File: src/rtl/debounce_fsm_if.sv
// Switch-side signal bundle for the debouncer: raw switch in, clean level and press tick out.
interface debounce_fsm_if;
    logic sw;
    logic db_level;
    logic db_tick;

    modport master (output sw, input db_level, input db_tick);
    modport slave  (input sw, output db_level, output db_tick);
endinterface

File: src/rtl/debounce_fsm.sv
// Switch debouncer: 4-state FSM plus a stability down-counter, registered level and press tick.
// Define DEBOUNCE_SYNC_EN to insert a 2-flop synchronizer on sw (adds 2 cycles of latency).
module debounce_fsm #(
    parameter int STABLE_CYCLES = 1000000
) (
    input  logic          clk,
    input  logic          reset,
    debounce_fsm_if.slave bus
);
    localparam int CNT_W = $clog2(STABLE_CYCLES + 1);
    localparam logic [CNT_W-1:0] CNT_LOAD = CNT_W'(STABLE_CYCLES - 1);

    typedef enum logic [1:0] {
        ZERO  = 2'b00,
        WAIT1 = 2'b01,
        ONE   = 2'b10,
        WAIT0 = 2'b11
    } state_t;

    state_t           state, state_n;
    logic [CNT_W-1:0] cnt, cnt_n;
    logic             sw_s;
    logic             level_q, tick_q;

`ifdef DEBOUNCE_SYNC_EN
    logic [1:0] sync_q;

    always_ff @(posedge clk) begin
        if (reset) sync_q <= 2'b00;
        else       sync_q <= {sync_q[0], bus.sw};
    end

    assign sw_s = sync_q[1];
`else
    assign sw_s = bus.sw;
`endif

    always_ff @(posedge clk) begin
        if (reset) begin
            state   <= ZERO;
            cnt     <= '0;
            level_q <= 1'b0;
            tick_q  <= 1'b0;
        end else begin
            state   <= state_n;
            cnt     <= cnt_n;
            level_q <= (state_n == ONE) || (state_n == WAIT0);
            // Only a qualified press counts; a WAIT0->ONE return is a rejected release glitch.
            tick_q  <= (state == WAIT1) && (state_n == ONE);
        end
    end

    // Counter is loaded only when entering a WAIT state, so it cannot underflow.
    always_comb begin
        state_n = state;
        cnt_n   = cnt;
        case (state)
            ZERO: begin
                if (sw_s) begin
                    state_n = WAIT1;
                    cnt_n   = CNT_LOAD;
                end
            end
            WAIT1: begin
                if (!sw_s)           state_n = ZERO;
                else if (cnt == '0)  state_n = ONE;
                else                 cnt_n   = cnt - 1'b1;
            end
            ONE: begin
                if (!sw_s) begin
                    state_n = WAIT0;
                    cnt_n   = CNT_LOAD;
                end
            end
            WAIT0: begin
                if (sw_s)            state_n = ONE;
                else if (cnt == '0)  state_n = ZERO;
                else                 cnt_n   = cnt - 1'b1;
            end
            default: state_n = ZERO;
        endcase
    end

    assign bus.db_level = level_q;
    assign bus.db_tick  = tick_q;
endmodule

File: src/flat_wrapper.sv
// flat-port wrapper written by rule: the top's interface ports become plain ports
module debounce_fsm_flat 
#(
    parameter int STABLE_CYCLES = 1000000
)
  (clk, reset, bus_sw, bus_db_level, bus_db_tick);
  debounce_fsm_if bus_i ();
  input  logic clk;
  input  logic reset;
  input wire logic [$bits(bus_i.sw)-1:0] bus_sw;
  output wire logic [$bits(bus_i.db_level)-1:0] bus_db_level;
  output wire logic [$bits(bus_i.db_tick)-1:0] bus_db_tick;
  assign bus_i.sw = bus_sw;
  assign bus_db_level = bus_i.db_level;
  assign bus_db_tick = bus_i.db_tick;
  debounce_fsm #(.STABLE_CYCLES(STABLE_CYCLES)) u_core (.clk(clk), .reset(reset), .bus(bus_i));
endmodule
File: config.mk
export PLATFORM = sky130hd
export DESIGN_NAME = debounce_fsm_flat
export DESIGN_NICKNAME = d
export VERILOG_FILES = /design/src/rtl/debounce_fsm_if.sv /design/src/rtl/debounce_fsm.sv /design/src/flat_wrapper.sv
export SDC_FILE = /design/constraint.sdc
export NUM_CORES = 1
export LEC_CHECK = 0
export CORE_MARGIN = 5
export CORE_UTILIZATION = 50
export CTS_CLUSTER_DIAMETER = 80
export DETAILED_ROUTE_END_ITERATION = 6
export PLACE_DENSITY = 0.72
export SYNTH_ARGS = -nofsm -noshare
export SYNTH_HDL_FRONTEND = slang
export SYNTH_SLANG_ARGS = --single-unit
File: constraint.sdc
create_clock -name clk -period 6.3 [get_ports clk]
set_clock_uncertainty 0.05 [all_clocks]
set_input_delay 1.26 -clock clk [delete_from_list [all_inputs] [get_ports clk]]
set_output_delay 1.26 -clock clk [all_outputs]
set_load 0.005 [all_outputs]
# [After elaboration in Yosys (flattened, before gate mapping)]
# Cells that the tools add are included.
[totals] word_cells=32 ff_bits=24 ramBits=0 out_inout_bits=2 rom_bits=0 in_bits=3 n_memories=0 latch_bits=0
[op_classes] bitwise=0 n_mux=13 n_mul=0 n_shift=0 magnitude_cmp=0 n_eq_ne=9 n_reduce_logical=5 div=0 add_sub_neg=1
[ops] operator="$mux 20" count=5
[ops] operator="$pmux 20 s4" count=1
[ops] operator="$logic_not 20->1" count=1
[ops] operator="$sub 20x1->20 const B" count=1
[ops] operator="$mux 2" count=6
[ops] operator="$eq 2x2->1 const B" count=4
[ops] operator="$ne 2x2->1 const B" count=4
[ops] operator="$pmux 2 s4" count=1
[ops] operator="$reduce_and 4->1" count=1
[ops] operator="$eq 2x1->1 const B" count=1
[ops] operator="$logic_not 2->1" count=1
[ops] operator="$logic_and 1x1->1" count=1
[ops] operator="$logic_or 1x1->1" count=1

# [Depth between registers and ports, before layout]
# Gate-level depths: netlist of the first run.
[depth] word_depth=6 mapped_depth=9 ltp_nobuf=7

# [Worst setup path before layout of the first run]
# Ideal clock, no wire load.
[synth_timing] kind="input to register" startpoint="input bus_sw" endpoint="register u_core.cnt[11]" stages=6 path_buffers=1 setup_time_ns=0.116 required_ns=6.134 setup_slack_ns=3.591 arrival_time_ns=2.543 cell_sequence="xor2_1 > nand2b_1 > nand2b_1 > buf_1 > nor2_1 > a41o_1"
[synth_via] elab_chain_cells=2 elab_cells_between_ends=5 cone_classes="eq/ne (4); reduce/logical (1)"
[synth_lines] item="start: declaration" line_no="flat_wrapper.sv:10" source="input wire logic [$bits(bus_i.sw)-1:0] bus_sw;"
[synth_lines] item="$ne 2x2->1 (no line)"
[synth_lines] item="$reduce_and 4->1 (no line) *"
[synth_lines] item="end signal: assignment" line_no="debounce_fsm.sv:46" source="cnt <= cnt_n;"
[synth_lines] item="end: declaration" line_no="debounce_fsm.sv:21" source="logic [CNT_W-1:0] cnt, cnt_n;"
# Mark *: on every way between the ends. The rest lies on a longest branch, timed or not.
# A chain may end at the register's enable or synchronous reset.

# [Final worst setup path of the first run]
# Ends and elaborated chain as after synthesis.

==> results of run 1 <==
[power by group through the flow]
| stage | combinational [W] | sequential [W] | clock, W |
|---|---|---|---|
| 2_1_floorplan | 0.0000471 | 0.000171 | 0 |
| 3_3_place_gp | 0.0000523 | 0.000174 | 0 |
| 3_5_place_dp | 0.0000529 | 0.000175 | 0 |
| 4_1_cts | 0.0000532 | 0.000171 | 0.0000823 |
| 5_1_grt | 0.0000594 | 0.000173 | 0.0000855 |
| 6_report | 0.0000534 | 0.000171 | 0.0000794 |
[flip-flops by register name, indices dropped and copies added (netlist names)]
signal,cells
u_core.cnt,20
u_core.bus.db_tick,1
u_core.state,2
u_core.bus.db_level,1
[per-layer routing]
layer / vias to the layer above / GRT usage
li1: 502 / -
met1: 457 / 0.170
met2: 10 / 0.222
met3: 5 / 0.0261
met4: 0 / 0.0696
met5: - / 0
[stage by stage]
| step | power (W) | setup WS, ps | cells | instance area [um2] | hold WS (ps) |
|---|---|---|---|---|---|
| floorplan | 0.000219 | 3590 | 137 | 1220 | 403 |
| global placement | 0.000226 | 2920 | 163 | 1250 | 425 |
| detailed placement | 0.000227 | 2880 | 163 | 1250 | 428 |
| CTS | 0.000307 | 3210 | 167 | 1280 | 447 |
| global route | 0.000318 | 3070 | 167 | 1280 | 463 |
| finish | 0.000304 | 3160 | 167 | 1280 | 446 |
[kinds of logic after synthesis]
logic type	Yosys count	share of synthesized area
AOI/OAI and AO/OA	27	0.153
xor gates and xnor gates	12	0.0858
muxes	1	0.00817
buffers and inverters	11	0.0531
and+or+nand+nor	61	0.297
DFF	24	0.392
adders and majority gates	1	0.0102
[path summary, 6_finish.rpt]
| check | to | slack, ps | start | depth (start not counted) |
|---|---|---|---|---|
| setup / recovery | u_core.cnt[11]$_SDFFE_PP0P_ | 3160 | bus_sw | 6 |
| hold / removal | u_core.cnt[12]$_SDFFE_PP0P_ | 450 | u_core.cnt[12]$_SDFFE_PP0P_ | 2 |
| setup reg to reg | u_core.cnt[2]$_SDFFE_PP0P_ | 3650 | u_core.state[0]$_SDFF_PP0_ | 5 |
| hold reg to reg | u_core.cnt[12]$_SDFFE_PP0P_ | 450 | u_core.cnt[12]$_SDFFE_PP0P_ | 2 |
[cell usage in the layout (no fill, tap or decap), types with 4 or more instances in the layout]
master,n
a21oi_1,11
a311oi_1,6
clkdlybuf4s50_1,4
dfxtp_1,24
nand4_1,4
nor2_1,16
nor3_1,10
o211ai_1,4
xor2_1,9
[worst min-delay path, cell delays in order, from the launching register on]
cell and delay, ps:
dfxtp_1 340, o31ai_1 60, a21oi_1 60
[cell type report]
cell class	instances	area, um2
fillers	211	1120
multi-input cells	102	679
flip-flops and latches	24	480
repair buffers	4	40.0
well taps	30	37.5
clock buffers	4	36.3
inverters	3	11.3
==> out/results.ini, run 1 <==
[run_status]
status=finished clean

[floorplanning]
dieArea_mm2=0.00354
core-area_mm2=0.00241
io_pins=5
die_w_um=59.5
fp-row-count=18
die_h_um=59.5
start_util=0.508

[synth]
yosysMostFrequentCell=dfxtp_1
ys_seq_elements=24
synthArstFlopShare=0
synth_cell_types=41
syn_area_mm2=0.00122
synth_nets=141
synth_area_per_cell_um2=8.94
synth_largest_area_cell=dfxtp_1
yosysSeqAreaShare=0.392
syn_inst=137
synth_edf_count=0
synth.top_cells.by_count=24 x dfxtp_1, 16 x nor2_1, 11 x a21oi_1
synth_top_cells_by_area=dfxtp_1 39%, xor2_1 6.4%, nor2_1 4.9%, a21oi_1 4.5%, a311oi_1 4.3%
yosys_warnings=0
synthFlopType=dfxtp_1
yosys.area.top_type_share=0.392

[cells_and_area]
nNetsFinal=142
utilization=0.533
drive_above_1_share=0.0949
area_growth_pct=4.90
antenna_cells=0

[clocking]
htreeDepth=1
cts_tree=done
postCtsSetupRepairBufs=0
insertion_delay_ps=310
clockRootBuffer=clkbuf_4
ctsHoldBuffers=0
cts_sinks=24
post_cts_resized=0
clk_path_buf_depth=2
clk_pin_slew_worst_paths_ps=120
cts_buffers=3

[global_routing]
grt_max_degree=18
grt_pass1_vias=879
grt_pass1_wl_um=3670
antenna_found_initial=0
overflow=0
grt_usage=0.136

[drt]
drt_iter0_markers=29
drtAntennaViolNets=0
via_per_inst=5.83
routedLengthMet1_um=1110
drt_pre_antenna_iters=4
drc=0
wl_met3_um=62
wl_met2_um=1040
top_layer_used=met4
detail_route.wirelength_um=2260
wl_per_cell_um=13.5
vias=974

[worst_setup_path]
crit_type=in2reg
worstPathMaxFanout=10
worst_setup_path_end_kind=flip-flop
critPathTopFamily=simple AND/OR/NAND/NOR gates
cp_common_cell=nand2b_1
crit_path_max_incr_delay_ps=600
path_buf_inv=1
crit_path_cell_trace=clkdlybuf4s50_1, xor2_1, nand2b_1, nand2b_1, a311oi_1, a41o_1
cp_data_required_time_ps=6470
worstPathArrival_ps=3310
timing.critical_path.slowest_stage_cell=xor2_1
startpoint_type=input pin

[place]
globalplace.congestion=0.809
hpwl_um=1620
io_buffers=4

[sta]
max_freq_mhz=319
drv_slew=0
slew_headroom=0.519
hold_viol=0
finalSetupViolCount=0
period_minus_slack_ps=3140
period_share=0.498
setup_tns_ps=0
rsz0062_at_grt=no
worstMarginPinSlew_ps=720

[power_and_ir_drop]
powerDensity_mw_per_mm2=237
clkPwrFrac=0.261
power_switching_w=0.0000849
p_int_w=0.000219
ir_drop_mv=0.118
pwr-share-seq=0.563
combPwrFrac=0.176
p_leak_nw=0.462
swShare=0.279

[min_path]
hold_path.class=reg2reg

[flow_run]
cap_violations=0

No activity file was read; power rests on OpenSTA's default activity.
==> inputs of run 2 (changes only) <==
==> constraint.sdc (replaced) <==
create_clock -name clk -period 3.27 [get_ports clk]
set_clock_uncertainty 0.05 [all_clocks]
set_input_delay 0.654 -clock clk [delete_from_list [all_inputs] [get_ports clk]]
set_output_delay 0.654 -clock clk [all_outputs]
set_load 0.005 [all_outputs]
==> out/results.ini, run 2 (same netlist as run 1, synthesis figures left out) <==
[sta]
period_share=0.789
worstMarginPinSlew_ps=365  ; -355 ps
rsz0062_at_grt=no
max_freq_mhz=388
finalSetupViolCount=0  ; unchanged
setup_tns_ps=0  ; unchanged
slew_headroom=0.755  ; +0.236
period_minus_slack_ps=2580
drv_slew=0  ; unchanged
hold_viol=0  ; unchanged
setup_ws_ps=690  ; -2470 ps

[floorplanning]
dieArea_mm2=0.00354  ; unchanged
die_w_um=59.5  ; unchanged
die_h_um=59.5  ; unchanged
start_util=0.508  ; unchanged
io_pins=5  ; unchanged
fp-row-count=18  ; unchanged
core-area_mm2=0.00241  ; unchanged

[drt]
drtAntennaViolNets=0  ; unchanged
wl_per_cell_um=13.6  ; +0.31%
via_per_inst=5.88  ; +0.85%
drc=0  ; unchanged
vias=994  ; +2.1%
drt_pre_antenna_iters=4  ; unchanged
drt_iter0_markers=27  ; -6.9%
detail_route.wirelength_um=2290  ; +1.5%

[cells_and_area]
final_cell_mix=24 x dfxtp_1, 16 x nor2_1, 11 x a21oi_1, 10 x nor3_1, 9 x xor2_1
final_common_cell=dfxtp_1
top_register=u_core.cnt
largest_reg_flops=20  ; unchanged
antenna_cells=0  ; unchanged
area_growth_pct=5.62
nNetsFinal=145  ; +2.1%
drive_above_1_share=0.108  ; +0.0130
largestRegisters=u_core.cnt: 20 flops, u_core.state: 2 flops

[worst_setup_path]
worst_setup_path_end_kind=flip-flop
worstPathMaxFanout=12  ; +2
crit_path_max_incr_delay_ps=590  ; about the same
timing.critical_path.slowest_stage_cell=or4_1
critPathTopFamily=simple AND/OR/NAND/NOR gates
crit_type=reg2reg
cp_data_required_time_ps=3440  ; -3030 ps
crit_path_cell_trace=inv_1, ha_1, or4b_1, or4_1, o21a_4, and2_4, a311oi_1
path_buf_inv=1  ; unchanged
worstPathArrival_ps=2750  ; -560 ps
startpoint_type=flip-flop

[global_routing]
grt_pass1_wl_um=4000  ; +9.0%
grt_usage=0.147  ; +0.0107
grt_pass1_vias=944  ; +7.4%
grt_util_met1=0.195  ; +0.0252
antenna_found_initial=0  ; unchanged
grt_use_met2=0.223  ; +0.00156
overflow=0  ; unchanged
grt_max_degree=18  ; unchanged
top_usage_layer=met2
grtUsageMet3=0.0327  ; +0.00654

[place]
io_buffers=4  ; unchanged
globalplace.congestion=0.798  ; -1.4%
hpwl_um=1650  ; +1.4%
dp_slack_ps=707  ; -2170 ps

[power_and_ir_drop]
p_leak_nw=0.469  ; +1.6%
powerDensity_mw_per_mm2=434  ; +83%
ir_drop_mv=0.266  ; +130%

[clocking]
postCtsSetupRepairBufs=0  ; unchanged
cts_buffers=3  ; unchanged
insertion_delay_ps=300  ; about the same
post_cts_resized=0  ; unchanged
ctsHoldBuffers=0  ; unchanged
clk_path_buf_depth=2  ; unchanged
clk_pin_slew_worst_paths_ps=120  ; about the same
cts_tree=done
clockRootBuffer=clkbuf_4
htreeDepth=1  ; unchanged
cts_sinks=24  ; unchanged

[min_path]
hold_path.class=reg2reg

[run_status]
status=finished clean

[flow_run]
cap_violations=0  ; unchanged

## run 2: cell types whose count changed in the layout (fill, tap and decap cells not counted), sizes merged
| cell | previous run | this run |
|---|---|---|
| clkbuf | 4 | 3 |
| buf | 0 | 3 |
## run 2: worst register-to-register path, stage by stage (launching register included)
cell and delay (ps):
dfxtp_1 360, inv_1 80, ha_1 200, or4b_1 440, or4_1 590, o21a_4 320, and2_4 190, a311oi_1 270
## run 2: power by group
part / internal (W) / leakage, nW / switching, W
combinational: 0.0000471 / 0.258 / 0.0000623
clock: 0.0000430 / 0.0138 / 0.0000801
sequential: 0.000310 / 0.197 / 0.0000187
## run 2: worst paths after layout
path                                                  from                             to  slack [ps]  depth (start not counted)
worst max register to register  u_core.cnt[0]$_SDFFE_PP0P_     u_core.cnt[5]$_SDFFE_PP0P_         690                          7
worst min-delay path            u_core.state[1]$_SDFF_PP0_  u_core.bus.db_tick$_SDFF_PP0_         440                          1
worst max-delay path            u_core.cnt[0]$_SDFFE_PP0P_     u_core.cnt[5]$_SDFFE_PP0P_         690                          7
worst min register to register  u_core.state[1]$_SDFF_PP0_  u_core.bus.db_tick$_SDFF_PP0_         440                          1
## run 2: cell type report
| type | instances | area [um2] |
|---|---|---|
| tap | 30 | 37.5 |
| sequential | 24 | 480 |
| fill | 219 | 1120 |
| multi-input combinational | 102 | 679 |
| clock buffer | 3 | 22.5 |
| inverter | 3 | 11.3 |
| timing repair buffer | 7 | 62.6 |
## run 2: layer usage
metal / wire length (um) / vias up
li1: - / 515
met1: 1110 / 446
met2: 1010 / 28
met3: 133 / 5
met4: 35 / 0
met5: 0 / -
## run 2: through the flow
stage | instance area [um2] | hold slack (ps) | instances | util | total power [W]
after detailed placement | 1270 | 425 | 166 | 0.528 | 0.000442
after global placement | 1270 | 418 | 166 | 0.528 | 0.000439
after global routing | 1290 | 448 | 169 | 0.537 | 0.000603
final | 1290 | 439 | 169 | 0.537 | 0.000561
after CTS | 1290 | 444 | 169 | 0.537 | 0.000569
after floorplan | 1220 | 403 | 137 | - | 0.000421
==> inputs of run 3 (changes only) <==
==> constraint.sdc (replaced) <==
create_clock -name clk -period 2.46 [get_ports clk]
set_clock_uncertainty 0.05 [all_clocks]
set_input_delay 0.492 -clock clk [delete_from_list [all_inputs] [get_ports clk]]
set_output_delay 0.492 -clock clk [all_outputs]
set_load 0.005 [all_outputs]
==> out/results.ini, run 3 (same netlist as run 1, synthesis figures left out) <==
[sta]
finalSetupViolCount=0  ; unchanged
hold_viol=0  ; unchanged
period_minus_slack_ps=2400  ; -185 ps
slew_headroom=0.713  ; -0.0422
setup_ws_ps=64.9  ; -625 ps
drv_slew=0  ; unchanged
period_share=0.974  ; +0.184
worstMarginPinSlew_ps=428  ; +62.8 ps
max_freq_mhz=418  ; +7.7%
finalHoldWorstSlack_ps=455  ; +15.6 ps

[min_path]
hold_path.class=reg2reg
worstHoldPathCells=2  ; +1

[clocking]
htreeDepth=1  ; unchanged
clk_path_buf_depth=2  ; unchanged
cts_buffers=3  ; unchanged
clk_pin_slew_worst_paths_ps=130  ; about the same
ctsHoldBuffers=0  ; unchanged
post_cts_resized=0  ; unchanged
cts_tree=done
cts_sinks=24  ; unchanged
clockRootBuffer=clkbuf_4
insertion_delay_ps=310  ; about the same
postCtsSetupRepairBufs=0  ; unchanged

[power_and_ir_drop]
power_switching_w=0.000231  ; +44%
finalPower_w=0.000812  ; +45%
powerDensity_mw_per_mm2=581  ; +34%
swShare=0.285  ; -0.00202
p_int_w=0.000580  ; +45%
p_leak_nw=0.506  ; +7.9%
pwr-share-seq=0.539  ; -0.047
combPwrFrac=0.208  ; +0.013
clkPwrFrac=0.253  ; +0.034
ir_drop_mv=0.298  ; +12%

[cells_and_area]
largestRegisters=u_core.cnt: 20 flops, u_core.state: 2 flops
drive_above_1_share=0.197  ; +0.0894
antenna_cells=0  ; unchanged
stdcell_count=177  ; +4.7%
largest_reg_flops=20  ; unchanged
top_register=u_core.cnt
regArea_um2=482  ; +0.26%
area_growth_pct=14.0
final_common_cell=dfxtp_1
utilization=0.579  ; +0.0426
nNetsFinal=152  ; +4.8%
final_cell_mix=23 x dfxtp_1, 16 x nor2_1, 11 x a21oi_1, 10 x nor3_1, 10 x buf_4
multiInputGateArea_um2=714  ; +5.2%
fillers=213  ; -2.7%

[drt]
drc=0  ; unchanged
drt_iter0_markers=51  ; +89%
wl_per_cell_um=14.2  ; +5.0%
vias=1023  ; +2.9%
via_per_inst=5.78  ; -1.7%
detail_route.wirelength_um=2520  ; +10%
drtAntennaViolNets=0  ; unchanged
drt_pre_antenna_iters=4  ; unchanged

[place]
hpwl_um=1790  ; +8.8%
globalplace.congestion=0.758  ; -5.0%
dp.cells=173  ; +4.2%
io_buffers=4  ; unchanged
dp_slack_ps=33.3  ; -673 ps

[worst_setup_path]
crit_type=reg2reg
path_buf_inv=1  ; unchanged
crit_path_cell_trace=inv_1, ha_4, or3b_2, or3_4, or4_4, mux2i_2, nor2_1
startpoint_type=flip-flop
ff2ff_path_depth=7  ; unchanged
worstPathArrival_ps=2560  ; -190 ps
critPathTopFamily=simple AND/OR/NAND/NOR gates
worstPathMaxFanout=5  ; -7
cp_data_required_time_ps=2620  ; -820 ps
timing.critical_path.slowest_stage_cell=or4_4
path_depth=7  ; unchanged
worst_setup_path_end_kind=flip-flop
crit_path_max_incr_delay_ps=510  ; -80 ps

[run_status]
status=finished clean

[floorplanning]
dieArea_mm2=0.00354  ; unchanged
io_pins=5  ; unchanged
start_util=0.508  ; unchanged
die_w_um=59.5  ; unchanged
die_h_um=59.5  ; unchanged
core-area_mm2=0.00241  ; unchanged
fp-row-count=18  ; unchanged

[global_routing]
grt_pass1_vias=969  ; +2.6%
antenna_found_initial=0  ; unchanged
grt_usage=0.156  ; +0.00947
grt_max_degree=17  ; -1
overflow=0  ; unchanged
grt_pass1_wl_um=4300  ; +7.4%

[flow_run]
cap_violations=0  ; unchanged

==> run 3: stage by stage <==
stage                     setup TNS, ps  instance area [um2]
after detailed placement              0                 1320
after CTS                             0                 1360
after global routing              -29.0                 1400
after global placement                0                 1320
final                                 0                 1400
after floorplan                       0                 1220
==> run 3: final timing paths <==
kind / start / end / slack [ps]
min reg2reg: u_core.cnt[12]$_SDFFE_PP0P_ / u_core.cnt[12]$_SDFFE_PP0P_ / 450
max: u_core.cnt[0]$_SDFFE_PP0P_ / u_core.state[1]$_SDFF_PP0_ / 60
min: u_core.cnt[12]$_SDFFE_PP0P_ / u_core.cnt[12]$_SDFFE_PP0P_ / 450
max reg2reg: u_core.cnt[0]$_SDFFE_PP0P_ / u_core.state[1]$_SDFF_PP0_ / 60
==> run 3: area by class of cell <==
cell class	count	share of cell area
clock buffer	4	0.0260
multi-input combinational	102	0.512
sequential	24	0.345
tap	30	0.0269
inverter	3	0.00806
timing repair buffer	14	0.0824
==> run 3: tightest hold or removal path, delay by kind of cell (launching register included) <==
kind | cells | cell delay, ps
AOI/OAI and AO/OA | 2 | 120
DFF | 1 | 350
==> run 3: routing by layer <==
| metal | global-route usage | share of wire |
|---|---|---|
| met2 | 0.262 | 0.48 |
| met3 | 0.0261 | 0.025 |
| met4 | 0.0475 | 0.0095 |
| met5 | 0 | 0 |
| met1 | 0.204 | 0.49 |
==> run 3: power groups by stage <==
stage | clock network, W | registers [W] | logic (W)
final | 0.000206 | 0.000438 | 0.000169
after global routing | 0.000227 | 0.000441 | 0.000189
after CTS | 0.000213 | 0.000436 | 0.000160
after detailed placement | 0 | 0.000445 | 0.000158
after global placement | 0 | 0.000443 | 0.000155
after floorplan | 0 | 0.000439 | 0.000121
